## src/rtl/stream_demux_1to4.sv

```systemverilog
// rtl/stream_demux_1to4.sv - 1:4 stream demultiplexer with a one-entry holding register per channel
// Optional per-channel transfer counters are built when STREAM_DEMUX_CNT_EN is defined.
module stream_demux_1to4 #(
  parameter int WIDTH = 8
) (
  input  logic             clk,
  input  logic             rst,
  input  logic [1:0]       s,
  input  logic [WIDTH-1:0] in_data,
  input  logic             in_valid,
  output logic             in_ready,
  output logic [WIDTH-1:0] out_data0,
  output logic [WIDTH-1:0] out_data1,
  output logic [WIDTH-1:0] out_data2,
  output logic [WIDTH-1:0] out_data3,
  output logic [3:0]       out_valid,
  input  logic [3:0]       out_ready
`ifdef STREAM_DEMUX_CNT_EN
  ,
  input  logic             cnt_clr,
  output logic [7:0]       cnt0,
  output logic [7:0]       cnt1,
  output logic [7:0]       cnt2,
  output logic [7:0]       cnt3
`endif
);

  logic [WIDTH-1:0] data_q [4];
  logic [3:0]       valid_q;
  logic             accept;
  logic [3:0]       wr;
  logic [3:0]       rd;

  // A selected slot can take a new word when it is empty or draining this cycle.
  assign in_ready = !valid_q[s] || out_ready[s];
  assign accept   = in_valid && in_ready;

  always_comb begin
    wr = 4'b0000;
    if (accept) wr[s] = 1'b1;
  end

  assign rd = valid_q & out_ready;

  always_ff @(posedge clk) begin
    if (rst) begin
      valid_q <= 4'b0000;
      for (int i = 0; i < 4; i++) data_q[i] <= '0;
    end else begin
      for (int i = 0; i < 4; i++) begin
        if (wr[i]) begin
          data_q[i]  <= in_data;
          valid_q[i] <= 1'b1;
        end else if (rd[i]) begin
          valid_q[i] <= 1'b0;
        end
      end
    end
  end

  assign out_valid = valid_q;
  assign out_data0 = data_q[0];
  assign out_data1 = data_q[1];
  assign out_data2 = data_q[2];
  assign out_data3 = data_q[3];

`ifdef STREAM_DEMUX_CNT_EN
  logic [7:0] cnt_q [4];

  // Clear wins over a same-cycle increment; 8-bit add wraps 255 -> 0.
  always_ff @(posedge clk) begin
    if (rst || cnt_clr) begin
      for (int i = 0; i < 4; i++) cnt_q[i] <= 8'd0;
    end else begin
      for (int i = 0; i < 4; i++) begin
        if (wr[i]) cnt_q[i] <= cnt_q[i] + 8'd1;
      end
    end
  end

  assign cnt0 = cnt_q[0];
  assign cnt1 = cnt_q[1];
  assign cnt2 = cnt_q[2];
  assign cnt3 = cnt_q[3];
`endif

endmodule

```

## config.mk

```make
export PLATFORM = sky130hd
export DESIGN_NAME = stream_demux_1to4
export DESIGN_NICKNAME = d
export VERILOG_FILES = /design/src/rtl/stream_demux_1to4.sv
export SDC_FILE = /design/constraint.sdc
export NUM_CORES = 1
export LEC_CHECK = 0
export CORE_MARGIN = 5
export CORE_UTILIZATION = 44
export DETAILED_ROUTE_END_ITERATION = 6
export MAX_ROUTING_LAYER = met4
export PLACE_DENSITY = 0.79
export SYNTH_ARGS = -nofsm -noshare
export SYNTH_HDL_FRONTEND = slang
export SYNTH_SLANG_ARGS = --single-unit
export TNS_END_PERCENT = 20
```

## constraint.sdc

```tcl
create_clock -name clk -period 1.6 [get_ports clk]
set_input_delay 0.4 -clock clk [delete_from_list [all_inputs] [get_ports clk]]
set_output_delay 0.4 -clock clk [all_outputs]
set_load 0.01 [all_outputs]
```

==> Yosys cells after proc, flatten, opt, wreduce, memory -nomap -nowiden <==
Memories as Yosys holds them, arrays and structs flattened.
Cells that the tools add are included.
{ "totals": {"reg_bits": 4, "latch_bits": 0, "mem_bits_rw": 32, "rom_bits": 0, "inputBits": 17, "memories": 1} }
{ "op_classes": {"addsub": 0, "mul": 0, "div": 0, "n_lt_le_gt_ge": 2, "n_eq_ne": 0, "shift": 0, "n_mux": 33, "bitwise_logic": 5, "reduce_logical": 8} }
{ "mem_list": {"columns": ["name", "words", "word_bits", "read_ports", "rd_ports_with_merged_regs", "wr", "line_no", "source"], "rows": [
  ["data_q", 4, 8, 4, 0, 4, "28", "logic [WIDTH-1:0] data_q [4];"]
]} }
{ "op_table": {"columns": ["op", "n"], "rows": [
  ["8-bit 2-to-1 mux", 4],
  ["1-bit 2-to-1 mux", 25],
  ["2-bit nonzero test", 4],
  ["4-bit AND", 1],
  ["1-bit binary-select mux with 2-bit select", 2],
  ["4-bit 2-to-1 mux", 1],
  ["1-bit bitwise OR", 4],
  ["2-bit by 3-bit less-than comparator with 1-bit output (second input constant)", 1],
  ["1-bit demux with 2-bit select", 1],
  ["2-bit by 1-bit >= comparator with 1-bit output (second input constant)", 1],
  ["1-bit logical AND", 2],
  ["1-bit zero test", 1],
  ["1-bit logical OR", 1]
]} }

==> Longest topological paths before layout <==
Gate-level depths: netlist (run 1).
{ "logic_depth": {"word_depth": 10, "ltp_mapped": 4, "depth_no_buf": 2} }

==> Worst setup path after synthesis (run 1) <==
No wires, ideal clock.
{ "synth_timing": {"path_type": "input to output", "start": "input port s[0]", "end": "output port in_ready", "arrival_time_ps": 1127, "required_ps": 1200, "setup_slack_ps": 73, "stages": 3, "cell_sequence": "buf_4 inv_2 mux4_2"} }
{ "synth_via": {"elab_chain_cells": 4} }
{ "synth_lines": {"columns": ["item", "line_no", "source"], "rows": [
  ["from (decl)", "8", "input logic [1:0] s,"],
  ["1-bit binary-select mux with 2-bit select", "35", "assign in_ready = !valid_q[s] || out_ready[s];"],
  ["1-bit 2-to-1 mux (implied by the code)", "35", null],
  ["1-bit zero test", "35", null],
  ["1-bit logical OR *", "35", null],
  ["to (decl)", "11", "output logic in_ready,"]
]} }
Mark *: on every way between the ends. The rest lies on a longest branch, timed or not. The select of a mux whose other input is x is not followed.

==> Worst setup path after layout (run 1) <==
{ "layout_timing": {"start": "register valid_q[3] (netlist: out_valid[3])", "end": "output port in_ready"} }
{ "layout_via": {"elab_chain_cells": 4} }
{ "layout_lines": {"columns": ["item", "line_no", "source"], "rows": [
  ["from (decl)", "29", "logic [3:0] valid_q;"],
  ["from (signal assigned)", "47", "valid_q <= 4'b0000;"],
  ["from (signal, indexed assignment)", "53", "valid_q[i] <= 1'b1;"],
  ["from (signal, indexed assignment)", "55", "valid_q[i] <= 1'b0;"],
  ["1-bit binary-select mux with 2-bit select", "35", null],
  ["1-bit 2-to-1 mux (implied by the code)", "35", null],
  ["1-bit zero test", "35", null],
  ["1-bit logical OR", "35", null]
]} }
Every way passes these cells. The select of a mux whose other input is x is not followed.

==> flow_summary.yaml, run 1 <==
synth:
  ys_types: 21
  syn-cell-area_sq_um: 1520
  netlist_instances: 114
  ys_seq_area_share_pct: 68.6
  yosysWarnings: 0
  ys_ff_latch: 36
  syn_nets: 131
  syn_area_per_cell_sq_um: 13.3
power:
  ir_worst_vdd_mv: 0.433
  p_leak_uw: 0.000962
  power_uw: 1960
  power.density_nw_per_um2: 875
grt:
  grt_pass1_vias: 1284
  grtUsageTotal_pct: 18.9
  grt_pass1_wl_mm: 6.11
  grt_overflow_total: 0
  antenna_found_initial: 0
  grt_max_degree: 16
status:
  violations: "setup timing"
  outcome: "finished with violations"
sta:
  finalClockSkew_ns: 0.00687
  finalHoldWorstSlack_ns: 0.552
  max_freq_mhz: 515
  slew-limit-headroom_pct: 60.7
  rsz0062_at_grt: "yes"
  hold_violations: 0
  setup_ws_ns: -0.343
  finalCritPeriodShare_pct: 121
  setup_viol_count_final: 1
  final.min_clock_period_ns: 1.94
  worst_pin_slew_ns: 0.588
  fin_tns_setup_ns: -0.343
  maxSlewViolCount: 0
detailed_routing:
  first_iter_violations: 81
  dr.pass1.iters: 4
  wl_per_cell_microns: 17.1
  drcViolationCount: 0
  via_per_inst: 5.30
  wl_mm: 3.93
  ant_nets: 0
  dr_total_vias: 1218
layout:
  utilization_pct: 67.1
  area_growth_pct: 47.6
  diodes: 0
  fillers: 293
  fin_area_sq_um: 2240
  final_layout_size_suffix_gt1_share_pct: 19.6
  final_common_cell: "dlygate4sd2_1"
  layout_common_cells: "41 x dlygate4sd2_1, 32 x nor3_1, 32 x edfxtp_1"
  fin_nets: 200
clocking:
  ctsHoldBuffers: 0
  cts_buffers: 5
  clock_latency_ns: 0.35
  cts.clk_slew.worst_paths_ns: 0.11
  cts.sinks: 36
  htree_levels: 2
  cts_tree: "yes"
  cts_root_buffer: "clkbuf_4"
  clockBufferDepth: 2
place:
  gp_congestion: 0.750
  placed_area_sq_um: 2190
  io_buffers: 53
  place_hpwl_mm: 2.96
floorplan:
  die_y_microns: 68.7
  ios: 54
  dieArea_sq_um: 4720
  fp.dieW_microns: 68.7
  start_util_pct: 45.5
  num_rows: 21
  core-area_sq_um: 3340
setup_path:
  end_kind: "output port"
  worstPathArrival_ns: 1.54
  rr_worst_depth: 3
  cpPeakStageDelay_ns: 0.48
  worst_ep_required_time_ns: 1.20
  path_max_fanout: 2
  slowest_stage: "mux4_2"
  crit_type: "register to output port"
  crit_chain: "or2b_1 > mux4_2 > buf_6"
  critPathLaunchType: "register"
min_path:
  hold_path.class: "primary input to register"
  whs_path_depth: 4
job:
  maxCapViolCount: 0
[state kept, by name, summed over array words and instances, names as in the netlist]
name       cells
data_q        32
out_valid      4
[metal layers]
metal / share of wire (%) / track usage, % / wire, microns
met5: 0 / - / 0
met4: 4.5 / 14.8 / 178
met3: 6.7 / 3.89 / 262
met2: 54 / 31.6 / 2130
met1: 35 / 19.2 / 1360
[through the flow]
stage          worst slack (ns)  instances
6_report                 -0.343        230
5_1_grt                  -0.380        230
4_1_cts                  -0.344        230
3_5_place_dp             -0.825        222
3_3_place_gp             -0.843        222
2_1_floorplan            0.0728        114
[synthesized netlist by cell type]
cell type  instances  area [sq um]
inv_1              1          3.75
mux4_2             1          22.5
buf_1              1          3.75
nor3_1            32           160
nor2b_1            4          25.0
nand2b_1           4          25.0
nand3b_1          10          75.1
or2b_1             2          15.0
nand2_1            1          3.75
or2_1              1          6.26
buf_6              2          22.5
a21oi_1            4          20.0
nand3_1            1          5.00
a41o_1             4          40.0
dfxtp_1            4          80.1
or3b_1             1          8.76
buf_4              1          7.51
edfxtp_1          32           961
buf_2              2          10.0
clkbuf_1           5          18.8
inv_2              1          3.75
[cells by family after synthesis]
group	share of synthesized area, %
multiplexers	1.48
AO/OA/AOI/OAI	3.96
flip-flops	68.6
AND/OR/NAND/NOR	21.4
buffers and inverters	4.62
[path summary, 6_finish.rpt]
kind	from	endpoint	slack [ns]
min	out_ready[0]	out_valid[0]$_SDFFE_PP0P_	0.55
max	out_valid[3]$_SDFFE_PP0P_	in_ready	-0.34
max reg2reg	out_valid[3]$_SDFFE_PP0P_	data_q[3][1]$_SDFFCE_PN0P_	0.23
min reg2reg	out_valid[0]$_SDFFE_PP0P_	out_valid[0]$_SDFFE_PP0P_	0.58
[layout make-up]
class                      count  area, sq um  area share, %
clock buffer                   6         41.3           1.84
tap                           46         57.6           2.57
sequential                    36         1050           46.7
multi-input combinational     65          422           18.8
timing repair buffer          73          631           28.2
clock inverter                 2         35.0           1.56
inverter                       2         7.51          0.335
[where the power goes]
part / switching (uW) / internal [uW]
clock: 308 / 327
sequential: 11.8 / 1070
combinational: 127 / 120
total: 447 / 1510
[worst max-delay path, delay by kind of cell (launching register included)]
kind | cells | cell delay, ns
mux | 1 | 0.48
buf+inv | 1 | 0.14
flops | 1 | 0.33
simple gates | 1 | 0.25
[repair_timing]
action / 4_1_cts / 5_1_grt
resized for setup: 52 / 0
setup endpoints to repair: 37 / 1
pin swaps: 0 / 0
buffers inserted: 0 / 0
Power figures use the tool's default switching activity.
==> run 2: changes to the inputs <==
- MAX_ROUTING_LAYER: met4 -> not set
- clock period: 1.6 -> 2 ns (I/O delays scaled with it)
==> run 2 against run 1 <==
The run still ends with setup timing left. Sequential share of layout area grew 0.20 points. Clock power shrank 42%. Die area is the same. Cell count shrank 1.7%. Combinational power shrank 14%. Total power shrank 26%. Wire length shrank 3.9%. Clock-buffer cell count shrank 1. Non-clock buffer count shrank 4. Hold slack gained 0.0042 ns. Worst setup slack gained 0.33 ns.
==> flow_summary.yaml, run 2 (synthesis gave the netlist of run 1 again) <==
status:
  outcome: "finished with violations"
  violations: "setup timing"
clocking:
  ctsHoldBuffers: 0
  clock_latency_ns: 0.33
  cts.sinks: 36
  htree_levels: 2
  cts_setup_buffers: 0
  clockBufferDepth: 2
  cts_buffers: 5
  cts_tree: "yes"
  cts_root_buffer: "clkbuf_4"
  cts.clk_slew.worst_paths_ns: 0.11
power:
  power.density_nw_per_um2: 650
  power_uw: 1450
  power.share.clock_pct: 25.6
  seq_power_share_pct: 59.7
  p_leak_uw: 0.000817
  combPwrFrac_pct: 14.7
  p_int_uw: 1100
  power_switching_uw: 346
  power.share.switching_pct: 23.9
  ir_worst_vdd_mv: 0.287
sta:
  final.min_clock_period_ns: 2.02
  rsz0062_at_grt: "yes"
  slew-limit-headroom_pct: 64.2
  finalCritPeriodShare_pct: 101
  hold_violations: 0
  worst_pin_slew_ns: 0.536
  setup_viol_count_final: 1
  maxSlewViolCount: 0
  finalClockSkew_ns: 0.00697
  max_freq_mhz: 496
  setup_ws_ns: -0.0155
setup_path:
  worstSetupEndpoint: "in_ready"
  end_kind: "output port"
  rr_worst_depth: 3
  rr_startpoint: "out_valid[2]$_SDFFE_PP0P_"
  path_max_fanout: 2
  crit_type: "register to output port"
  worstPathArrival_ns: 1.52
  critPathLaunchType: "register"
  reg2reg_slack_ns: 0.62
  r2r_end: "data_q[2][3]$_SDFFCE_PN0P_"
  worst_ep_required_time_ns: 1.50
  crit_start: "out_valid[3]$_SDFFE_PP0P_"
detailed_routing:
  dr.pass1.iters: 4
  ant_nets: 0
  via_per_inst: 5.17
  wl_per_cell_microns: 16.7
  first_iter_violations: 45
  dr_total_vias: 1169
  drcViolationCount: 0
  wl_mm: 3.78
grt:
  antenna_found_initial: 0
  grt_pass1_wl_mm: 5.92
  grtUsageTotal_pct: 17.9
  grt_max_degree: 15
  grt_overflow_total: 0
  grt_pass1_vias: 1199
layout:
  final_layout_size_suffix_gt1_share_pct: 18.3
  fin_area_sq_um: 2220
  fin_cells: 226
  largest_register_ffs: 32
  fin_nets: 196
  regMostFlops: "data_q"
  area_growth_pct: 46.6
  layout_common_cells: "47 x clkdlybuf4s50_1, 32 x nor3_1, 32 x edfxtp_1"
  utilization_pct: 66.7
  final_common_cell: "clkdlybuf4s50_1"
  diodes: 0
place:
  dp_slack_ns: -0.618
  io_buffers: 53
  gp_congestion: 0.722
  dp_cells: 218
  place_hpwl_mm: 3.01
  placed_area_sq_um: 2160
floorplan:
  ios: 54
  fp.dieW_microns: 68.7
  dieArea_sq_um: 4720
  die_y_microns: 68.7
  core-area_sq_um: 3340
  start_util_pct: 45.5
  num_rows: 21
job:
  maxCapViolCount: 0
min_path:
  hold_path.class: "primary input to register"
==> run 2: cell count changes in the layout (fill, tap and decap cells not counted) <==
| cell | previous run | this run |
|---|---|---|
| dfxtp_1 | 0 | 2 |
| clkdlybuf4s50_1 | 11 | 47 |
| dlygate4sd2_1 | 41 | 3 |
| buf_2 | 0 | 2 |
| clkinv_4 | 0 | 1 |
| clkbuf_1 | 1 | 0 |
| clkinv_2 | 1 | 2 |
| bufinv_16 | 1 | 0 |
| dfxtp_2 | 4 | 2 |
| buf_4 | 20 | 16 |
==> run 2: power by group through the flow <==
stage / sequential [uW] / combinational (uW) / clock, uW
after floorplan: 897 / 68.1 / 0
after global placement: 878 / 207 / 0
after detailed placement: 880 / 214 / 0
after CTS: 864 / 213 / 379
after global routing: 868 / 227 / 420
final: 864 / 213 / 370
==> run 2: how the worst min path moves through the flow <==
stage          depth (start not counted)                 startpoint                         to
2_1_floorplan                          2  out_valid[1]$_SDFFE_PP0P_  out_valid[1]$_SDFFE_PP0P_
3_3_place_gp                           3  out_valid[0]$_SDFFE_PP0P_  out_valid[0]$_SDFFE_PP0P_
3_5_place_dp                           3  out_valid[0]$_SDFFE_PP0P_  out_valid[0]$_SDFFE_PP0P_
4_1_cts                                4               out_ready[2]  out_valid[2]$_SDFFE_PP0P_
5_1_grt                                4               out_ready[3]  out_valid[3]$_SDFFE_PP0P_
6_report                               4               out_ready[2]  out_valid[2]$_SDFFE_PP0P_
==> run 2: worst max-delay path: stages (launching register included) <==
cell,delay (ns)
dfxtp_2,0.34
or2b_1,0.24
mux4_2,0.47
buf_6,0.14
==> run 2: layer usage <==
metal / global-route usage, % / wire (microns) / part of all wire [%] / vias up
li1: - / - / - / 564
met1: 19.7 / 1370 / 36 / 559
met2: 33.7 / 2150 / 57 / 40
met3: 3.57 / 201 / 5.3 / 6
met4: 6.57 / 56 / 1.5 / 0
met5: 0 / 0 / 0 / -
==> run 2: stage by stage <==
stage               hold slack (ns)  TNS, ns
floorplan                     0.538        0
global placement              0.601   -0.644
detailed placement            0.595   -0.618
CTS                           0.549  -0.0327
global route                  0.562  -0.0893
finish                        0.556  -0.0155
==> run 2: area by class of cell <==
type                    count  area, sq um
multi-input cells          65          422
clock buffers               5         37.5
flip-flops and latches     36         1040
inverters                   2         7.51
fillers                   258         1110
clock inverters             3         18.8
well taps                  46         57.6
repair buffers             69          638
==> run 2: repair_timing <==
| action | CTS | global route |
|---|---|---|
| setup endpoints to repair | 1 | 1 |
| hold endpoints to repair | 0 | 0 |
| gates resized for setup | 20 | 0 |
| pin swaps | 0 | 0 |
==> run 3: changes to the inputs <==
- GPL_TIMING_DRIVEN: not set -> 0
- PLACE_DENSITY: 0.79 -> 0.85
- SLEW_MARGIN: not set -> 20
==> run 3 against run 2 <==
The flow still finishes with violations (setup timing). Fmax decreased by 1.0%. Clock skew grew 0.0080 ns. Die area unchanged. Clock-buffer cell count increased by 1. Wire length decreased by 3.8%. Worst setup slack worse by 0.021 ns. Critical endpoint unchanged.
==> flow_summary.yaml, run 3 (synthesis gave the netlist of run 1 again) <==
clocking:
  clock_latency_ns: 0.33
  cts_root_buffer: "clkbuf_4"
  cts.clk_slew.worst_paths_ns: 0.11
  cts.sinks: 36
  htree_levels: 2
  ctsHoldBuffers: 0
  cts_buffers: 5
  cts_tree: "yes"
  clockBufferDepth: 2
layout:
  fillers: 244
  utilization_pct: 66.3
  final_layout_size_suffix_gt1_share_pct: 16.0
  fin_nets: 198
  layout_common_cells: "46 x clkdlybuf4s50_1, 32 x nor3_1, 32 x edfxtp_1"
  ff_latch_area_sq_um: 1040
  regMostFlops: "data_q"
  diodes: 0
  largest_register_ffs: 32
  final_common_cell: "clkdlybuf4s50_1"
  multi_input_area_sq_um: 422
  area_growth_pct: 45.7
detailed_routing:
  wl_met2_mm: 2.01
  wl_per_cell_microns: 16.0
  dr_wl_met3_microns: 224
  dr_total_vias: 1158
  first_iter_violations: 34
  ant_nets: 0
  via_per_inst: 5.10
  wl_met1_mm: 1.33
  wl_mm: 3.64
  top_layer_used: "met4"
  dr.pass1.iters: 4
  drcViolationCount: 0
min_path:
  hold_path.class: "register to register"
  min-delay-start: "out_valid[1]$_SDFFE_PP0P_"
sta:
  rsz0062_at_grt: "yes"
  finalHoldWorstSlack_ns: 0.538
  finalCritPeriodShare_pct: 102
  fin_tns_setup_ns: -0.0366
  worst_pin_slew_ns: 0.370
  final.min_clock_period_ns: 2.04
  setup_viol_count_final: 1
  finalClockSkew_ns: 0.0150
  max_freq_mhz: 491
  slew-limit-headroom_pct: 75.4
  maxSlewViolCount: 0
  setup_ws_ns: -0.0366
  hold_violations: 0
setup_path:
  r2r_end: "data_q[3][6]$_SDFFCE_PN0P_"
  critPathLaunchType: "register"
  rr_startpoint: "out_valid[3]$_SDFFE_PP0P_"
  path_max_fanout: 2
  worstSetupEndpoint: "in_ready"
  end_kind: "output port"
  crit_start: "out_valid[3]$_SDFFE_PP0P_"
  worst_ep_required_time_ns: 1.50
  reg2reg_slack_ns: 0.61
  crit_type: "register to output port"
  rr_worst_depth: 3
  worstPathArrival_ns: 1.54
grt:
  grtUsageTotal_pct: 17.1
  grt_overflow_total: 0
  grt_pass1_vias: 1188
  antenna_found_initial: 0
  grt_max_degree: 11
  grt_pass1_wl_mm: 5.85
floorplan:
  fp.dieW_microns: 68.7
  start_util_pct: 45.5
  num_rows: 21
  die_y_microns: 68.7
  dieArea_sq_um: 4720
  core-area_sq_um: 3340
  ios: 54
job:
  maxCapViolCount: 0
place:
  place_hpwl_mm: 2.76
  gp_congestion: 0.742
  dp_slack_ns: -0.654
  io_buffers: 53
status:
  outcome: "finished with violations"
  violations: "setup timing"
power:
  ir_worst_vdd_mv: 0.287
  power.density_nw_per_um2: 644
  p_leak_uw: 0.000799
-- run 3: cell count changes in the layout (fill, tap and decap cells not counted), moves of 2 or more --
cell	before	now
buf_2	2	4
buf_4	16	7
buf_6	1	4
clkbuf_1	0	6
-- run 3: power by group --
group | switching, uW | leakage (uW) | internal, uW
clock network | 219 | 0.0000281 | 129
logic | 99.9 | 0.000394 | 113
registers | 10.9 | 0.000378 | 852
total | 330 | 0.000799 | 1090
-- run 3: worst min-delay path by stage --
stage,depth (start not counted),to
after CTS,3,out_valid[2]$_SDFFE_PP0P_
after global routing,2,out_valid[0]$_SDFFE_PP0P_
final,2,out_valid[1]$_SDFFE_PP0P_
after floorplan,2,out_valid[1]$_SDFFE_PP0P_
after global placement,2,out_valid[0]$_SDFFE_PP0P_
after detailed placement,2,out_valid[1]$_SDFFE_PP0P_
-- run 3: stage by stage --
step	power [uW]	std cells	cell area (sq um)
2_1_floorplan	965	114	1520
3_3_place_gp	1080	213	2110
3_5_place_dp	1090	213	2110
4_1_cts	1420	225	2200
5_1_grt	1470	227	2210
6_report	1420	227	2210
-- run 3: final cells by class --
class | instances | share of cell area [%]
inverters | 2 | 0.453
plain buffers | 11 | 3.00
flip-flops and latches | 36 | 47.2
multi-input cells | 65 | 19.1
clock buffers | 6 | 1.87
clock inverters | 1 | 0.226
well taps | 46 | 2.60
repair buffers | 60 | 25.6
-- run 3: worst max-delay path, cell delays in order (launching register included) --
cell and delay, ns:
dfxtp_2 0.34, or2b_1 0.25, mux4_2 0.48, buf_6 0.14
-- run 3: repair_timing --
action / 4_1_cts / 5_1_grt
buffers inserted: 5 / 2
resized for setup: 25 / 1
endpoints found under the setup margin: 1 / 1
-- run 3: per-layer routing --
| layer | GRT usage [%] | vias to the layer above |
|---|---|---|
| met5 | 0 | - |
| met4 | 9.98 | 0 |
| met3 | 2.59 | 7 |
| met2 | 31.5 | 44 |
| met1 | 18.5 | 547 |
| li1 | - | 560 |
